--- src/rtl/usb_fs_sof_gen_if.sv ---
// SOF generator control/line bundle: enable in, differential tx lines and
// frame status out.
interface usb_fs_sof_gen_if;
    logic        enable;
    logic        usb_p_tx;
    logic        usb_n_tx;
    logic        usb_tx_en;
    logic [10:0] frame_index;
    logic        sof_sent;

    modport master (
        input  enable,
        output usb_p_tx, usb_n_tx, usb_tx_en, frame_index, sof_sent
    );

    modport slave (
        output enable,
        input  usb_p_tx, usb_n_tx, usb_tx_en, frame_index, sof_sent
    );
endinterface

--- src/rtl/usb_fs_sof_gen.sv ---
// Full-speed USB SOF transmitter: one SYNC/PID/frame/CRC5/EOP packet per frame,
// 4 clocks per bit, bit-stuffed and NRZI-encoded onto the tx lines.
module usb_fs_sof_gen #(
    parameter int unsigned FRAME_CLKS = 48000
) (
    input  logic             clk_48mhz,
    input  logic             reset,
    usb_fs_sof_gen_if.master bus
);
    localparam int unsigned CNT_W   = $clog2(FRAME_CLKS);
    localparam int unsigned FRM_W   = 11;
    localparam logic [7:0]  PID_SOF = 8'hA5;

    typedef enum logic [2:0] {
        S_IDLE, S_SYNC, S_PID, S_FRAME, S_CRC, S_EOP_SE0, S_EOP_J
    } state_t;

    state_t           state_q;
    logic [3:0]       idx_q;
    logic [1:0]       phase_q;
    logic [2:0]       ones_q;
    logic             stuff_q;   // current bit period carries a stuffed 0
    logic             line_q;    // NRZI line level, 1 = J
    logic             start_q;
    logic [CNT_W-1:0] cnt_q;
    logic [FRM_W-1:0] frame_q;
    logic             p_q, n_q, tx_en_q, sof_q;

    state_t     adv_state, em_state;
    logic [3:0] adv_idx, em_idx;
    logic [2:0] em_ones;
    logic       em_stuff, em_raw, em_line, em_p, em_n, em_tx_en;
    logic       bit_load_c, last_clk_c;
    logic [4:0] crc_c, crc_tx_c;

    // Ones-complement of the x^5+x^2+1 remainder over the frame number, LSB first in.
    function automatic logic [4:0] crc5(input logic [FRM_W-1:0] d);
        logic [4:0] c;
        c = 5'h1F;
        for (int i = 0; i < 11; i++) begin
            if (c[4] ^ d[i]) c = {c[3:0], 1'b0} ^ 5'b00101;
            else             c = {c[3:0], 1'b0};
        end
        return ~c;
    endfunction

    assign crc_c    = crc5(frame_q);
    assign crc_tx_c = {crc_c[0], crc_c[1], crc_c[2], crc_c[3], crc_c[4]};

    // Position following the bit currently on the line.
    always_comb begin
        adv_state = state_q;
        adv_idx   = idx_q + 4'd1;
        case (state_q)
            S_IDLE:    begin adv_state = S_SYNC; adv_idx = '0; end
            S_SYNC:    if (idx_q == 4'd7)  begin adv_state = S_PID;     adv_idx = '0; end
            S_PID:     if (idx_q == 4'd7)  begin adv_state = S_FRAME;   adv_idx = '0; end
            S_FRAME:   if (idx_q == 4'd10) begin adv_state = S_CRC;     adv_idx = '0; end
            S_CRC:     if (idx_q == 4'd4)  begin adv_state = S_EOP_SE0; adv_idx = '0; end
            S_EOP_SE0: if (idx_q == 4'd1)  begin adv_state = S_EOP_J;   adv_idx = '0; end
            default:   begin adv_state = S_IDLE; adv_idx = '0; end
        endcase
    end

    // Next bit to put on the line: a pending stuff bit, or the following payload/EOP bit.
    always_comb begin
        em_state = adv_state;
        em_idx   = adv_idx;
        em_stuff = 1'b0;
        if (stuff_q) begin
            em_state = state_q;
            em_idx   = idx_q;
        end else if ((state_q inside {S_SYNC, S_PID, S_FRAME, S_CRC}) && ones_q == 3'd6) begin
            em_stuff = 1'b1;
        end

        case (em_state)
            S_SYNC:  em_raw = (em_idx == 4'd7);
            S_PID:   em_raw = PID_SOF[em_idx[2:0]];
            S_FRAME: em_raw = frame_q[em_idx];
            S_CRC:   em_raw = crc_tx_c[em_idx[2:0]];
            default: em_raw = 1'b1;
        endcase

        em_line  = line_q;
        em_ones  = '0;
        em_p     = 1'b1;
        em_n     = 1'b0;
        em_tx_en = 1'b1;
        if (em_stuff) begin
            em_line = ~line_q;
            em_p    = em_line;
            em_n    = ~em_line;
        end else begin
            case (em_state)
                S_SYNC, S_PID, S_FRAME, S_CRC: begin
                    em_line = em_raw ? line_q : ~line_q;
                    em_ones = em_raw ? ones_q + 3'd1 : 3'd0;
                    em_p    = em_line;
                    em_n    = ~em_line;
                end
                S_EOP_SE0: begin
                    em_p = 1'b0;
                    em_n = 1'b0;
                end
                S_EOP_J: em_line = 1'b1;
                default: begin
                    em_line  = 1'b1;
                    em_tx_en = 1'b0;
                end
            endcase
        end
    end

    assign bit_load_c = (state_q == S_IDLE) ? start_q : (phase_q == 2'd3);
    assign last_clk_c = (state_q == S_EOP_J) && (phase_q == 2'd2);

    always_ff @(posedge clk_48mhz or negedge reset) begin
        if (!reset) begin
            state_q <= S_IDLE;
            idx_q   <= '0;
            phase_q <= '0;
            ones_q  <= '0;
            stuff_q <= 1'b0;
            line_q  <= 1'b1;
            start_q <= 1'b0;
            cnt_q   <= '0;
            frame_q <= '0;
            p_q     <= 1'b1;
            n_q     <= 1'b0;
            tx_en_q <= 1'b0;
            sof_q   <= 1'b0;
        end else begin
            if (state_q == S_IDLE && !bus.enable)       cnt_q <= '0;
            else if (cnt_q == CNT_W'(FRAME_CLKS - 1))   cnt_q <= '0;
            else                                        cnt_q <= cnt_q + CNT_W'(1);

            start_q <= (state_q == S_IDLE) && bus.enable && (cnt_q == '0);
            phase_q <= (state_q == S_IDLE) ? 2'd0 : phase_q + 2'd1;
            sof_q   <= last_clk_c;
            if (last_clk_c) frame_q <= frame_q + 11'd1;

            if (bit_load_c) begin
                state_q <= em_state;
                idx_q   <= em_idx;
                stuff_q <= em_stuff;
                ones_q  <= em_ones;
                line_q  <= em_line;
                p_q     <= em_p;
                n_q     <= em_n;
                tx_en_q <= em_tx_en;
            end
        end
    end

    assign bus.usb_p_tx    = p_q;
    assign bus.usb_n_tx    = n_q;
    assign bus.usb_tx_en   = tx_en_q;
    assign bus.frame_index = frame_q;
    assign bus.sof_sent    = sof_q;
endmodule

--- src/flat_wrapper.sv ---
// flat-port wrapper written by rule: the top's interface ports become plain ports
module usb_fs_sof_gen_flat 
#(
    parameter int unsigned FRAME_CLKS = 48000
)
  (clk_48mhz, reset, bus_enable, bus_usb_p_tx, bus_usb_n_tx, bus_usb_tx_en, bus_frame_index, bus_sof_sent);
  usb_fs_sof_gen_if bus_i ();
  input  logic clk_48mhz;
  input  logic reset;
  input wire logic [$bits(bus_i.enable)-1:0] bus_enable;
  output wire logic [$bits(bus_i.usb_p_tx)-1:0] bus_usb_p_tx;
  output wire logic [$bits(bus_i.usb_n_tx)-1:0] bus_usb_n_tx;
  output wire logic [$bits(bus_i.usb_tx_en)-1:0] bus_usb_tx_en;
  output wire logic [$bits(bus_i.frame_index)-1:0] bus_frame_index;
  output wire logic [$bits(bus_i.sof_sent)-1:0] bus_sof_sent;
  assign bus_i.enable = bus_enable;
  assign bus_usb_p_tx = bus_i.usb_p_tx;
  assign bus_usb_n_tx = bus_i.usb_n_tx;
  assign bus_usb_tx_en = bus_i.usb_tx_en;
  assign bus_frame_index = bus_i.frame_index;
  assign bus_sof_sent = bus_i.sof_sent;
  usb_fs_sof_gen #(.FRAME_CLKS(FRAME_CLKS)) u_core (.clk_48mhz(clk_48mhz), .reset(reset), .bus(bus_i));
endmodule
--- config.mk ---
export PLATFORM = sky130hd
export DESIGN_NAME = usb_fs_sof_gen_flat
export DESIGN_NICKNAME = d
export VERILOG_FILES = /design/src/rtl/usb_fs_sof_gen_if.sv /design/src/rtl/usb_fs_sof_gen.sv /design/src/flat_wrapper.sv
export SDC_FILE = /design/constraint.sdc
export NUM_CORES = 1
export LEC_CHECK = 0
export BUFFER_PORTS_ARGS = -buffer_cell sky130_fd_sc_hd__buf_2
export CAP_MARGIN = 20
export CORE_MARGIN = 1.5
export CORE_UTILIZATION = 23
export CTS_CLUSTER_DIAMETER = 80
export CTS_CLUSTER_SIZE = 24
export DETAILED_ROUTE_END_ITERATION = 8
export SYNTH_ARGS = -nofsm -noshare
export SYNTH_HDL_FRONTEND = slang
export SYNTH_SLANG_ARGS = --single-unit
--- constraint.sdc ---
create_clock -name clk_48mhz -period 3.2 [get_ports clk_48mhz]
set_clock_uncertainty 0.2 [all_clocks]
set_input_delay 0.64 -clock clk_48mhz [delete_from_list [all_inputs] [get_ports clk_48mhz]]
set_output_delay 0.64 -clock clk_48mhz [all_outputs]
set_load 0.02 [all_outputs]
* Word level (Yosys, flattened, before mapping)
Memory sizes are Yosys's and may differ from the RTL's.
Cells that the tools add are included.
** Operators by class
- Add/subtract/negate cells :: 5
- Magnitude comparators :: 2
- Equality and inequality tests :: 22
- Multiplexer cells :: 48
- Bitwise logic cells :: 23
- Reduce and logical (&&, ||, !) cells :: 13
** Operators by type and width (number)
- $mux W3 :: 20
- $mux W16 :: 2
- $eq A3 B3 Y1 const B :: 7
- $mux W4 :: 5
- $not A2 Y2 :: 10
- $pmux W3 S6 :: 1
- $add A16 B1 Y16 const B :: 1
- $eq A16 B16 Y1 const B :: 1
- $logic_not A16 Y1 :: 1
- $pmux W4 S4 :: 1
- $mux W1 :: 13
- $eq A3 B2 Y1 const B :: 4
- $eq A4 B3 Y1 const B :: 3
- $add A11 B1 Y11 const B :: 1
- $xor A1 B1 Y1 :: 8
- $eq A3 B1 Y1 const B :: 2
- $reduce_or A6 Y1 :: 1
- $logic_and A1 B1 Y1 :: 5
- $lt A4 B5 Y1 const B :: 1
- $not A5 Y5 :: 1
- $add A4 B1 Y4 const B :: 1
- $bmux W1 S4 :: 1
- $eq A2 B2 Y1 const B :: 2
- $eq A4 B1 Y1 const B :: 1
- 17 further kinds :: 20
** Word-level totals
- Flip-flop bits (word level) :: 46
- Memory bits (read-only) :: 8
- Input bits :: 3
- Logic and storage cells :: 127
- Memories kept :: 1
** Memories
- (no name shown) :: words 8, bits a word 1, rd ports 1, clocked after Yosys merged registers in 0, write ports 0, RTL line usb_fs_sof_gen.sv:79 : S_PID: em_raw = PID_SOF[em_idx[2:0]];

* Longest topological paths before layout
- Word-level depth :: 29
- Depth in mapped cells :: 11

* Worst setup path after synthesis
No wires, ideal clock.
- Path kind :: reg2reg
- From :: reg u_core.idx_q[0]
- To :: reg u_core.n_q (netlist: u_core.bus.usb_n_tx)
- Library setup time :: 0.120 ns
- Data arrival time :: 2.950 ns
- Required time :: 2.880 ns
- Setup slack :: -0.070 ns
- Stages on the path, launching flop included :: 12
- Path buffers :: 0
- Period minus slack after synthesis :: 3.270 ns
- Path through :: dfrtp_1 inv_1 ha_1 nand3b_1 a21oi_4 o41ai_2 o22ai_1 a2111o_1 a32oi_2 nor3_2 or4_1 a41o_1
** On the way
- Cells in the longest elaborated chain, start to end :: 11
- Elaborated cells on any way between the ends :: 35
- Those cells by class :: 1 x add/sub; 9 x eq/ne; 22 x mux; 1 x bitwise; 1 x reduce/logical; 1 x memory
** RTL lines
- from (decl) :: RTL line usb_fs_sof_gen.sv:19 : logic [3:0] idx_q;
- from (signal assigned) :: RTL line usb_fs_sof_gen.sv:145 : idx_q <= em_idx;
- $add A4 B1 Y4 (tied with other cells) :: RTL line usb_fs_sof_gen.sv:53 : adv_idx = idx_q + 4'd1;
- $mux W4, on equally long branches
- $pmux W4 S4 :: RTL line usb_fs_sof_gen.sv:54 : case (state_q)
- $mux W4 :: RTL line usb_fs_sof_gen.sv:70 : if (stuff_q) begin
- $bmux W1 S4 (tied with other cells) :: RTL line usb_fs_sof_gen.sv:80 : S_FRAME: em_raw = frame_q[em_idx];
- $mux W1, on equally long branches :: RTL line usb_fs_sof_gen.sv:80, usb_fs_sof_gen.sv:79, usb_fs_sof_gen.sv:81
- $pmux W1 S4 :: RTL line usb_fs_sof_gen.sv:77 : case (em_state)
- $mux W1 :: RTL line usb_fs_sof_gen.sv:97 : em_line = em_raw ? line_q : ~line_q;
- $not A1 Y1 :: RTL line usb_fs_sof_gen.sv:100 : em_n = ~em_line;
- $mux W1 * :: RTL line usb_fs_sof_gen.sv:95 : case (em_state)
- $mux W1 * :: RTL line usb_fs_sof_gen.sv:90 : if (em_stuff) begin
- to (signal assigned) :: RTL line usb_fs_sof_gen.sv:150 : n_q <= em_n;
- to (decl) :: RTL line usb_fs_sof_gen.sv:27 : logic p_q, n_q, tx_en_q, sof_q;
Every way passes the cells marked *; elsewhere a longest branch is shown, timed or not. The select of a mux whose other input is x is not followed.
A chain may end at the register's enable or synchronous reset.

* Worst setup path in the final report
- From :: reg u_core.state_q[2]
- To :: reg u_core.n_q (netlist: u_core.bus.usb_n_tx)
** On the way
- Cells in the longest elaborated chain, start to end :: 11
- Elaborated cells on any way between the ends :: 38
- Those cells by class :: 10 x eq/ne; 21 x mux; 1 x bitwise; 5 x reduce/logical; 1 x memory
** RTL lines
- from (decl) :: RTL line usb_fs_sof_gen.sv:18 : state_t state_q;
- from (signal assigned) :: RTL line usb_fs_sof_gen.sv:144 : state_q <= em_state;
- $eq A3 B2 Y1 / $eq A3 B1 Y1 (equally long branches) :: RTL line usb_fs_sof_gen.sv:54, usb_fs_sof_gen.sv:73
- $reduce_or A2 Y1 (no source line)
- $pmux W4 S4 :: RTL line usb_fs_sof_gen.sv:54
- $mux W4 :: RTL line usb_fs_sof_gen.sv:70
- $bmux W1 S4 (tied with other cells) :: RTL line usb_fs_sof_gen.sv:80
- $mux W1, on equally long branches :: RTL line usb_fs_sof_gen.sv:80, usb_fs_sof_gen.sv:79, usb_fs_sof_gen.sv:81
- $pmux W1 S4 :: RTL line usb_fs_sof_gen.sv:77
- $mux W1 :: RTL line usb_fs_sof_gen.sv:97
- $not A1 Y1 :: RTL line usb_fs_sof_gen.sv:100
- $mux W1 :: RTL line usb_fs_sof_gen.sv:95
- $mux W1 :: RTL line usb_fs_sof_gen.sv:90
Parallel ways exist; a longest one is shown, timed or not. The select of a mux whose other input is x is not followed.

==> results.sh <==
export IMPL_htreeDepth=2
export IMPL_final_cells=613
export IMPL_synth_seq_cells=46
export IMPL_area_growth_pct=33.62
export IMPL_drive_gt1_share_pct=33.72
export IMPL_drtIter0Drc=133
export IMPL_routabilityCongestion=0.8387
export IMPL_start_kind="flop"
export IMPL_antenna_found_initial=0
export IMPL_p_leak_nw=1.994
export IMPL_crit_arrival_ns=3.17
export IMPL_grt_max_degree=25
export IMPL_hold_class="input pin to asynchronous set/reset pin"
export IMPL_max_freq_mhz=313.1
export IMPL_grt_pass1_wl_mm=14.33
export IMPL_regArea_um2=1161
export IMPL_endpoint_kind="flop"
export IMPL_r2r_start="u_core.state_q[2]$_DFFE_PN0P_"
export IMPL_power_total_mw=4.817
export IMPL_critPathKind="flop to flop"
export IMPL_diodes=0
export IMPL_tns_ns=0
export IMPL_start_util_pct=23.71
export IMPL_netlist_cell_type_count=71
export IMPL_rsz0062_at_grt="true"
export IMPL_yosys_warnings=0
export IMPL_routed_via_count=2896
export IMPL_first_global_vias=2965
export IMPL_setup_viol=0
export IMPL_grtUsageTotal_pct=11.87
export IMPL_io_pins=18
export IMPL_dp_slack_ns=-0.07258
export IMPL_fin_nets=446
export IMPL_drt_total_wl_mm=8.731
export IMPL_ctsHoldBuffers=0
export IMPL_insertion_delay_ns=0.29
export IMPL_crit_start="u_core.state_q[2]$_DFFE_PN0P_"
export IMPL_cts_sinks=46
export IMPL_die_w_um=122.9
export IMPL_hold_viol=0
export IMPL_finalCritPeriodShare_pct=99.82
export IMPL_hpwlAfterDp_mm=6.376
export IMPL_async_flop_share_pct=100.0
export IMPL_die_area_um2=15090
export IMPL_postPlaceCellArea_um2=3926
export IMPL_clockBufferDepth=2
export IMPL_first_pass_iters=4
export IMPL_final_area_um2=4415
export IMPL_wl_per_cell_um=14.24
export IMPL_syn_nets=368
export IMPL_clk_pin_slew_ns=0.07
export IMPL_cts_tree="yes"
export IMPL_via_per_inst=4.724
export IMPL_fp_row_count=43
export IMPL_tightest_slew_ns=0.5514
export IMPL_multiInputGateArea_um2=2140
export IMPL_post_route_util_pct=31.69
export IMPL_portBuffers=17
export IMPL_ys_seq_area_share_pct=34.91
export IMPL_synth_edf_count=0
export IMPL_cts_made_buffers=5
export IMPL_cts_root_buf="clkbuf_16"
export IMPL_synthCells=354
export IMPL_power_density_nw_per_um2=1091
export IMPL_reg2reg_to="u_core.bus.usb_n_tx$_DFFE_PN0P_"
export IMPL_cp_endpoint="u_core.bus.usb_n_tx$_DFFE_PN0P_"
export IMPL_dp_cells=588
export IMPL_gr_total_overflow=0
export IMPL_core_um2=13930
export IMPL_peakVddDrop_mv=0.4097
export IMPL_syn_area_um2=3304
export IMPL_die_y_um=122.9
export IMPL_run_status="finished, final reports clean"
export IMPL_ys_flop_type="dfrtp_1"
export IMPL_synth_avg_cell_area_um2=9.335
export IMPL_hold_slack_ns=0.1445
export IMPL_ff2ff_path_depth=10
export IMPL_fillers=1435
export IMPL_drv_cap=0
export IMPL_max_slew_margin_pct=63.24
export IMPL_worst_slack_ns=0.005789
export IMPL_rrSetupSlack_ns=0.006
export IMPL_crit_fanout=5
export IMPL_slew_viol_final=0
export IMPL_fin_crit_ns=3.194
export IMPL_required_ns=3.18
export IMPL_drtAntennaViolNets=0
export IMPL_route_detailed_drc=0
## critical path: stages, from the launching register on
cell     delay, ns
dfrtp_2       0.46
buf_6         0.14
a21o_1        0.19
or4_4         0.46
o31ai_4       0.28
nor3_4        0.09
a41o_1        0.22
o311a_1       0.11
or2_1         0.22
or4_1         0.51
a41o_1        0.22
## area by class of cell
class	count	share of cell area, %
repair buffers	88	14.54
flip-flops and latches	46	26.30
clock buffers	6	3.145
inverters	13	1.105
multi-input cells	278	48.46
clock inverters	2	1.360
well taps	180	5.101
## where the power goes
group | switching, mW | total (mW) | internal, mW
clock network | 0.215 | 0.684 | 0.469
registers | 0.172 | 0.900 | 0.728
logic | 1.63 | 3.23 | 1.61
total | 2.01 | 4.82 | 2.80
## kinds of logic (layout without fill, tap and decap cells)
kind of cell             after synthesis  count (layout)  share of synthesized area, %
AND/OR/NAND/NOR                      153             153                         25.45
multiplexers                           5               5                         1.552
flip-flops                            46              46                         34.91
AO/OA/AOI/OAI                         66              66                         17.65
XOR/XNOR                              43              43                         11.62
adder cells (fa/ha/maj)               11              11                         4.165
buffers and inverters                 30             109                         4.657
## per-layer routing
layer / track usage, % / part of all wire [%] / up-vias
met1: 15.20 / 46 / 1429
li1: - / - / 1424
met5: 0 / 0 / -
met4: 3.198 / 1.5 / 0
met3: 1.394 / 2.1 / 8
met2: 21.01 / 51 / 35
## worst min-delay path by stage
| stage | slack [ns] | endpoint | cells past startpoint |
|---|---|---|---|
| finish | 0.14 | u_core.cnt_q[13]$_DFF_PN0_ | 1 |
| global route | 0.19 | u_core.cnt_q[4]$_DFF_PN0_ | 1 |
| CTS | 0.16 | u_core.cnt_q[4]$_DFF_PN0_ | 1 |
| detailed placement | 0.25 | u_core.phase_q[0]$_DFF_PN0_ | 1 |
| global placement | 0.24 | u_core.phase_q[0]$_DFF_PN0_ | 1 |
| floorplan | 0.14 | u_core.bus.frame_index[0]$_DFFE_PN0P_ | 0 |
## what timing repair did
action                     4_1_cts  5_1_grt
setup endpoints to repair        2        6
gates resized for setup          6       31
hold endpoints to repair         0        0
setup buffers                    6       12
pin swaps                        9       27
gates cloned                     0        0
## sequential cells by signal, summed over array words and instances (netlist names)
register and count:
u_core.phase_q 2, u_core.state_q 3, u_core.bus.frame_index 11, u_core.line_q 1, u_core.bus.sof_sent 1, u_core.start_q 1
u_core.bus.usb_n_tx 1, u_core.bus.usb_p_tx 1, u_core.stuff_q 1, u_core.bus.usb_tx_en 1, u_core.ones_q 3, u_core.idx_q 4
u_core.cnt_q 16
## synthesized netlist by cell type, drive strengths merged (7+ instances only)
cell type | n | area (um2)
nor3 | 12 | 86.34
nand2 | 35 | 147.6
a21oi | 14 | 126.4
o21ai | 7 | 35.03
dfrtp | 44 | 1101
buf | 8 | 71.31
and3 | 10 | 62.56
clkbuf | 9 | 33.78
xor2 | 17 | 156.4
nor2 | 35 | 138.9
nand3 | 22 | 110.1
ha | 11 | 137.6
inv | 13 | 48.80
xnor2 | 26 | 227.7
## placed cells by master, fill, tap and decap left out, types with 5 or more instances in the layout
cell type  count
a21oi_1        6
a21oi_4        5
and3_1        10
buf_2         17
buf_4         67
clkbuf_16      5
dfrtp_1       38
dfrtp_2        6
ha_1          10
inv_1         11
nand2_1       34
nand3_1       22
nor2_1        32
nor3_1         6
xnor2_1       26
xor2_1        16
Note: power is estimated with default switching activity, not from simulation.
